### src/rtl/baccarat_monitor.sv
// rtl/baccarat_monitor.sv - decodes the task5 HEX/LEDR display after each step, re-scores both hands and tallies results
module baccarat_monitor #(
  parameter int SETTLE = 4,
  parameter int CNT_W  = 8
) (
  input  logic             CLOCK_50,
  input  logic             reset,
  input  logic             step,
  input  logic [6:0]       HEX5,
  input  logic [6:0]       HEX4,
  input  logic [6:0]       HEX3,
  input  logic [6:0]       HEX2,
  input  logic [6:0]       HEX1,
  input  logic [6:0]       HEX0,
  input  logic [9:0]       LEDR,
  output logic [3:0]       pcard1,
  output logic [3:0]       pcard2,
  output logic [3:0]       pcard3,
  output logic [3:0]       dcard1,
  output logic [3:0]       dcard2,
  output logic [3:0]       dcard3,
  output logic             cap_valid,
  output logic             round_done,
  output logic [CNT_W-1:0] player_wins,
  output logic [CNT_W-1:0] dealer_wins,
  output logic [CNT_W-1:0] ties,
  output logic             seg_err,
  output logic             score_err
);

  localparam int SCW = (SETTLE > 1) ? $clog2(SETTLE) : 1;

  typedef enum logic [1:0] {
    S_IDLE,
    S_SETTLE,
    S_CAPTURE,
    S_CHECK
  } state_t;

  state_t         state;
  state_t         state_nx;
  logic [SCW-1:0] settle_cnt;
  logic [SCW-1:0] settle_cnt_nx;

  logic           step_s1;
  logic           step_s2;
  logic           step_s2_d;
  logic           rise;

  logic           cap_en;
  logic           chk_en;

  logic [9:0]     led_snap;
  logic           armed;
  logic [4:0]     dec [6];
  logic           any_bad;

  logic [4:0]     psum;
  logic [4:0]     dsum;
  logic [3:0]     pscore;
  logic [3:0]     dscore;

  // Returns {undecodable, rank}; active-low segments ordered {g,f,e,d,c,b,a}.
  function automatic logic [4:0] seg_decode(input logic [6:0] g);
    logic [4:0] r;
    case (g)
      7'b1111111: r = {1'b0, 4'd0};
      7'b0001000: r = {1'b0, 4'd1};
      7'b0100100: r = {1'b0, 4'd2};
      7'b0110000: r = {1'b0, 4'd3};
      7'b0011001: r = {1'b0, 4'd4};
      7'b0010010: r = {1'b0, 4'd5};
      7'b0000010: r = {1'b0, 4'd6};
      7'b1111000: r = {1'b0, 4'd7};
      7'b0000000: r = {1'b0, 4'd8};
      7'b0010000: r = {1'b0, 4'd9};
      7'b1000000: r = {1'b0, 4'd10};
      7'b1100001: r = {1'b0, 4'd11};
      7'b0011000: r = {1'b0, 4'd12};
      7'b0001001: r = {1'b0, 4'd13};
      default:    r = {1'b1, 4'd0};
    endcase
    return r;
  endfunction

  function automatic logic [4:0] card_val(input logic [3:0] rank);
    return (rank <= 4'd9) ? {1'b0, rank} : 5'd0;
  endfunction

  function automatic logic [3:0] mod10(input logic [4:0] s);
    logic [4:0] m;
    if (s >= 5'd20)
      m = s - 5'd20;
    else if (s >= 5'd10)
      m = s - 5'd10;
    else
      m = s;
    return m[3:0];
  endfunction

  always_ff @(posedge CLOCK_50 or posedge reset) begin
    if (reset) begin
      step_s1   <= 1'b0;
      step_s2   <= 1'b0;
      step_s2_d <= 1'b0;
    end else begin
      step_s1   <= step;
      step_s2   <= step_s1;
      step_s2_d <= step_s2;
    end
  end

  assign rise = step_s2 & ~step_s2_d;

  always_ff @(posedge CLOCK_50 or posedge reset) begin
    if (reset) begin
      state      <= S_IDLE;
      settle_cnt <= '0;
    end else begin
      state      <= state_nx;
      settle_cnt <= settle_cnt_nx;
    end
  end

  // Rises outside IDLE are dropped; CAPTURE lands SETTLE cycles after the rise cycle.
  always_comb begin
    state_nx      = state;
    settle_cnt_nx = settle_cnt;
    case (state)
      S_IDLE: begin
        if (rise) begin
          if (SETTLE <= 1) begin
            state_nx = S_CAPTURE;
          end else begin
            state_nx      = S_SETTLE;
            settle_cnt_nx = SCW'(SETTLE - 1);
          end
        end
      end
      S_SETTLE: begin
        if (settle_cnt <= SCW'(1)) begin
          state_nx      = S_CAPTURE;
          settle_cnt_nx = '0;
        end else begin
          settle_cnt_nx = settle_cnt - SCW'(1);
        end
      end
      S_CAPTURE: state_nx = S_CHECK;
      S_CHECK:   state_nx = S_IDLE;
      default:   state_nx = S_IDLE;
    endcase
  end

  always_comb begin
    cap_en = 1'b0;
    chk_en = 1'b0;
    case (state)
      S_CAPTURE: cap_en = 1'b1;
      S_CHECK:   chk_en = 1'b1;
      default: begin
        cap_en = 1'b0;
        chk_en = 1'b0;
      end
    endcase
  end

  always_comb begin
    dec[0]  = seg_decode(HEX0);
    dec[1]  = seg_decode(HEX1);
    dec[2]  = seg_decode(HEX2);
    dec[3]  = seg_decode(HEX3);
    dec[4]  = seg_decode(HEX4);
    dec[5]  = seg_decode(HEX5);
    any_bad = dec[0][4] | dec[1][4] | dec[2][4] | dec[3][4] | dec[4][4] | dec[5][4];
  end

  always_ff @(posedge CLOCK_50 or posedge reset) begin
    if (reset) begin
      pcard1    <= 4'd0;
      pcard2    <= 4'd0;
      pcard3    <= 4'd0;
      dcard1    <= 4'd0;
      dcard2    <= 4'd0;
      dcard3    <= 4'd0;
      led_snap  <= 10'd0;
      cap_valid <= 1'b0;
      seg_err   <= 1'b0;
    end else begin
      cap_valid <= cap_en;
      if (cap_en) begin
        pcard1   <= dec[0][3:0];
        pcard2   <= dec[1][3:0];
        pcard3   <= dec[2][3:0];
        dcard1   <= dec[3][3:0];
        dcard2   <= dec[4][3:0];
        dcard3   <= dec[5][3:0];
        led_snap <= LEDR;
        if (any_bad)
          seg_err <= 1'b1;
      end
    end
  end

  // Face cards and tens count zero; the three-card sum never exceeds 27.
  always_comb begin
    psum   = card_val(pcard1) + card_val(pcard2) + card_val(pcard3);
    dsum   = card_val(dcard1) + card_val(dcard2) + card_val(dcard3);
    pscore = mod10(psum);
    dscore = mod10(dsum);
  end

  // armed makes a result that stays on LEDR across several steps count only once.
  always_ff @(posedge CLOCK_50 or posedge reset) begin
    if (reset) begin
      round_done  <= 1'b0;
      player_wins <= '0;
      dealer_wins <= '0;
      ties        <= '0;
      score_err   <= 1'b0;
      armed       <= 1'b1;
    end else begin
      round_done <= 1'b0;
      if (chk_en) begin
        if (led_snap[9:8] == 2'b00) begin
          armed <= 1'b1;
        end else begin
          if (pscore != led_snap[3:0] || dscore != led_snap[7:4])
            score_err <= 1'b1;
          if (armed) begin
            armed      <= 1'b0;
            round_done <= 1'b1;
            case (led_snap[9:8])
              2'b01: if (player_wins != {CNT_W{1'b1}}) player_wins <= player_wins + CNT_W'(1);
              2'b10: if (dealer_wins != {CNT_W{1'b1}}) dealer_wins <= dealer_wins + CNT_W'(1);
              default: if (ties != {CNT_W{1'b1}}) ties <= ties + CNT_W'(1);
            endcase
          end
        end
      end
    end
  end

endmodule
### config.mk
export PLATFORM = sky130hd
export DESIGN_NAME = baccarat_monitor
export DESIGN_NICKNAME = d
export VERILOG_FILES = /design/src/rtl/baccarat_monitor.sv
export SDC_FILE = /design/constraint.sdc
export NUM_CORES = 1
export LEC_CHECK = 0
export BUFFER_PORTS_ARGS = -buffer_cell sky130_fd_sc_hd__buf_2
export CORE_MARGIN = 3
export CORE_UTILIZATION = 34
export DETAILED_ROUTE_END_ITERATION = 10
export PLACE_DENSITY = 0.55
export SLEW_MARGIN = 20
export SYNTH_ARGS = -nofsm -noshare
export SYNTH_HDL_FRONTEND = slang
export SYNTH_SLANG_ARGS = --single-unit
### constraint.sdc
create_clock -name CLOCK_50 -period 5.18 [get_ports CLOCK_50]
set_clock_uncertainty 0.2 [all_clocks]
set_input_delay 0.777 -clock CLOCK_50 [delete_from_list [all_inputs] [get_ports CLOCK_50]]
set_output_delay 0.777 -clock CLOCK_50 [all_outputs]
set_load 0.01 [all_outputs]
-- Yosys cells after proc, flatten, opt, wreduce, memory -nomap -nowiden
Cells that the tools add are included.
- bits in registers: 70
- bits of input ports: 55
- $add $sub $neg: 12
- $lt $le $gt $ge: 11
- equal/unequal tests: 90
- muxes and demuxes: 28
- bitwise operators: 9
- reductions and logical operators: 18
- operator list (kind ; number):
    case mux 5 bit (14 select lines) ; 6
    == test 7 x 5 -> 1 bit (second input constant) ; 24
    == test 7 bit (second input constant) ; 24
    == test 7 x 4 -> 1 bit (second input constant) ; 12
    == test 7 x 6 -> 1 bit (second input constant) ; 12
    == test 7 x 2 -> 1 bit (second input constant) ; 6
    zero test 7 bit ; 6
    2-to-1 mux 4 bit ; 10
    adder 8 x 1 -> 8 bit (second input constant) ; 3
    less-or-equal comparator 4 bit (second input constant) ; 6
    inequality test 8 bit (second input constant) ; 3
    AND reduction 5 bit ; 3
    adder 4 x 4 -> 5 bit ; 2
    adder 5 x 4 -> 5 bit ; 2
    greater-or-equal comparator 5 x 4 -> 1 bit (second input constant) ; 2
    greater-or-equal comparator 5 bit (second input constant) ; 2
    2-to-1 mux 2 bit ; 4
    inequality test 4 bit ; 2
    case mux 2 bit (4 select lines) ; 1
    subtractor 4 x 3 -> 4 bit (second input constant) ; 2
    subtractor 4 bit (second input constant) ; 2
    == test 2 bit (second input constant) ; 3
    2-to-1 mux 1 bit ; 6
    AND reduction 2 bit ; 3
    other kinds (13) ; 22

-- Longest topological paths before layout
- depth after elaboration: 10
- gate-level depth with buffers: 16
- mapped depth without buffers: 16

-- Worst setup path before layout
OpenSTA, ideal clock, no wires.
- kind: reg2reg
- start: reg pcard1[3]
- end: reg score_err
- library setup time: 141 ps
- data arrival time: 3558 ps
- path slack: 1282 ps
- stages on the path, launching flop included: 16
- path buffers: 0
- period minus slack after synthesis: 3898 ps
- path through: dfrtp_1 nand2b_1 fa_1 inv_1 ha_1 inv_1 fa_1 inv_1 ha_1 or3b_1 nand3_1 o21ai_0 a32o_1 a211o_1 nor4_1 a41oi_1
- cells in the longest elaborated chain, start to end: 10
- elaborated cells between the ends (all ways): 13
- RTL lines (what ; line ; text):
    start: declaration ; 16 ; output logic [3:0] pcard1,
    start signal: assignment ; 191 ; pcard1 <= dec[0][3:0];
    less-or-equal comparator 4 bit ; 87 ; return (rank <= 4'd9) ? {1'b0, rank} : 5'd0;
    2-to-1 mux 4 bit (*) ; 87 ;
    adder 4 x 4 -> 5 bit (*) ; 206 ; psum = card_val(pcard1) + card_val(pcard2) + card_val(pcard3);
    adder 5 x 4 -> 5 bit (*) ; 206 ;
    subtractor 4 bit or greater-or-equal comparator 5 x 4 -> 1 bit (tied branches) ; 95, 94 ;
    2-to-1 mux 4 bit ; 94 ; else if (s >= 5'd10)
    2-to-1 mux 4 bit (*) ; 92 ; if (s >= 5'd20)
    inequality test 4 bit (*) ; 227 ; if (pscore != led_snap[3:0] || dscore != led_snap[7:4])
    logical OR 1 bit (*) ; 227 ;
    AND reduction 3 bit (no line) (*) ; n/a ;
    end signal: assignment ; 219 ; score_err <= 1'b0;
    end signal: assignment ; 228 ; score_err <= 1'b1;
    end: declaration ; 28 ; output logic score_err
Mark *: on every way between the ends. The rest lies on a longest branch, timed or not.
A chain may end at the register's enable or synchronous reset.

-- Worst setup path after layout
Same ends and word-level chain as after synthesis.

==> impl_metrics.csv <==
group,metric,value,unit
outcome,status,"completed",
floorplan,core,0.01537,sq mm
placement,io_buffers,106,
synth,synthArstFlopShare,100.0,%
cells_and_area,fillers,1561,
timing,slew_headroom,60.47,%
clock_network,clkTransAtPathRegs,0.06,ns
detailed_routing,drc_errors,0,
clock_network,post_cts_buffers,0,
timing,period_minus_slack,4.130,ns
cells_and_area,final_common_cell,"buf_2",
clock_network,cts_resized,0,
global_routing,grt_pass1_wl,22.56,mm
timing,worst_pin_slew,0.5929,ns
setup_path,cp.required,5.18,ns
flow_run,cap_violations,0,
floorplan,io-pin-count,107,
synth,ys_top_cells_by_area,"dfrtp_1, ha_1, xnor2_1, nor2_1, a21oi_1",
synth,synth.cell_area,0.005418,sq mm
setup_path,crit_fanout,7,
detailed_routing,drt_first_pass_iters,4,
timing,drv_slew,0,
synth,ys_seq_area_share,32.36,%
detailed_routing,routedWlPerCell,14.16,um
clock_network,cts_root_buf,"clkbuf_16",
synth,synth_ff_type,"dfrtp_1",
global_routing,track_usage,15.30,%
floorplan,die-area,0.01748,sq mm
synth,synth_top_area_share,31.87,%
timing,rsz0062_at_grt,"no",
timing,fmax,242.1,MHz
cells_and_area,syn_to_final_growth,17.76,%
synth,synth.largest_area_cell,"dfrtp_1",
synth,syn_nets,738,
timing,hold_viol,0,
timing,fin_setup_tns,0,ns
cells_and_area,num_antenna_cells,0,
timing,finalSetupViolations,0,
floorplan,fp.dieW,132.2,um
synth,ys_ff_latch,70,
global_routing,first_global_vias,4723,
setup_path,timing.setup.critical_path_class,"reg -> reg",
synth,postSynthCellCount,653,
clock_network,htree_levels,3,
cells_and_area,final_util,41.51,%
detailed_routing,drt-total-wl,13.44,mm
power_and_ir_drop,leakage,2.882,nW
synth,synth_warnings,0,
placement,hpwl,10.25,mm
floorplan,fp.dieH,132.2,um
hold_path,hp-class,"reg -> reg",
cells_and_area,most-common-layout-cells,"buf_2, dfrtp_1, nor2_1",
cells_and_area,layout.nets,818,
clock_network,hold_buffers,0,
setup_path,critPathArrivalTime,4.13,ns
cells_and_area,final_layout_size_suffix_gt1_share,20.87,%
placement,gp_congestion,0.8625,
detailed_routing,vias,4955,
global_routing,overflow,0,
clock_network,cts.path.max_buffers,2,
clock_network,cts_made_buffers,9,
timing,period_share,79.73,%
global_routing,antenna_found_initial,0,
clock_network,cts_tree,"built",
setup_path,critPathCaptureType,"flop",
detailed_routing,postRouteAntennaNets,0,
setup_path,critPathLaunchType,"flop",
synth,avgSynthCellArea,8.297,sq um
synth,synth_cell_types,68,
detailed_routing,first_iter_violations,262,
synth,synth_edf_count,0,
floorplan,start_util,35.25,%
global_routing,grt_max_degree,57,
power_and_ir_drop,powerDensity,643.1,mW/mm^2
clock_network,clock-sinks,70,
floorplan,rows,45,
clock_network,insertion_delay,0.33,ns
detailed_routing,via_per_inst,5.221,
power_and_ir_drop,peakVddDrop,0.4160,mV
## registers in the layout, summed over array words and instances (netlist names), 8 cells and up
| register | count |
|---|---|
| player_wins | 8 |
| led_snap | 10 |
| ties | 8 |
| dealer_wins | 8 |
## metrics by stage
stage	worst slack, ns	instance area [sq um]	total power [mW]	std cells	hold WS, ns
3_3_place_gp	1.194	6082	3.380	933	0.1559
4_1_cts	1.083	6380	4.137	949	0.1495
2_1_floorplan	1.282	5418	2.872	653	0.1312
5_1_grt	0.8529	6380	4.526	949	0.1696
3_5_place_dp	1.082	6082	3.492	933	0.1365
6_report	1.050	6380	4.103	949	0.1475
## power breakdown
part | internal, mW | switching (mW) | total [mW] | leakage [nW]
registers | 0.719 | 0.168 | 0.887 | 0.885
clock network | 0.374 | 0.242 | 0.616 | 0.142
logic | 1.14 | 1.46 | 2.60 | 1.85
## layer usage
metal / part of all wire (%) / global-route usage, % / up-vias
met5: 0 / 0 / -
met4: 1.6 / 5.196 / 0
met3: 3.7 / 2.176 / 15
met2: 49 / 25.94 / 98
met1: 46 / 20.09 / 2354
li1: - / - / 2488
## worst max-delay path: stages (launching register included)
cell and delay, ns:
dfrtp_1 0.42, nand2b_1 0.18, fa_1 0.54, inv_1 0.04, ha_1 0.20, inv_1 0.08
fa_1 0.51, inv_1 0.15, ha_1 0.15, or3b_1 0.36, nand3_1 0.13, o21ai_0 0.11
a32o_1 0.22, a211o_1 0.28, nor4_1 0.27, a41oi_1 0.14
## cell families after synthesis
kind of cell               synth area share, %
AOI/OAI and AO/OA                        18.06
buffers and inverters                    5.427
and+or+nand+nor                          24.53
adders and majority gates                8.314
xor gates and xnor gates                 7.090
DFF                                      32.36
muxes                                    4.226
## worst paths after layout
kind                       startpoint        endpoint  slack [ns]  depth (start not counted)
max                         pcard1[3]       score_err        1.05                         15
min                           step_s1         step_s2        0.15                          0
max reg2reg                 pcard1[3]       score_err        1.05                         15
min reg2reg                   step_s1         step_s2        0.15                          0
max in group asynchronous       reset       dcard1[3]        3.49                          3
min in group asynchronous       reset  player_wins[6]        0.29                          2
## cell usage after synthesis, types with 13 or more instances
library cell  instances
nor2b_1              14
nor2_1               63
o21ai_0              36
a31oi_1              17
nand2b_1             14
xor2_1               14
nand2_1              54
ha_1                 20
clkbuf_1             34
a21oi_1              43
nor3_1               21
nand3_1              24
dfrtp_1              69
inv_1                39
xnor2_1              28
and3_1               13
mux2_2               15
## final cells by class
cell class / instances / area (sq um) / area share, %
Sequential cell: 70 / 1753 / 27.48
Timing Repair Buffer: 108 / 545.5 / 8.551
Multi-Input combinational cell: 505 / 3373 / 52.87
Tap cell: 211 / 264.0 / 4.138
Clock buffer: 9 / 225.2 / 3.530
Inverter: 39 / 146.4 / 2.295
Clock inverter: 7 / 72.57 / 1.137
Note: power is estimated with default switching activity, not from simulation.
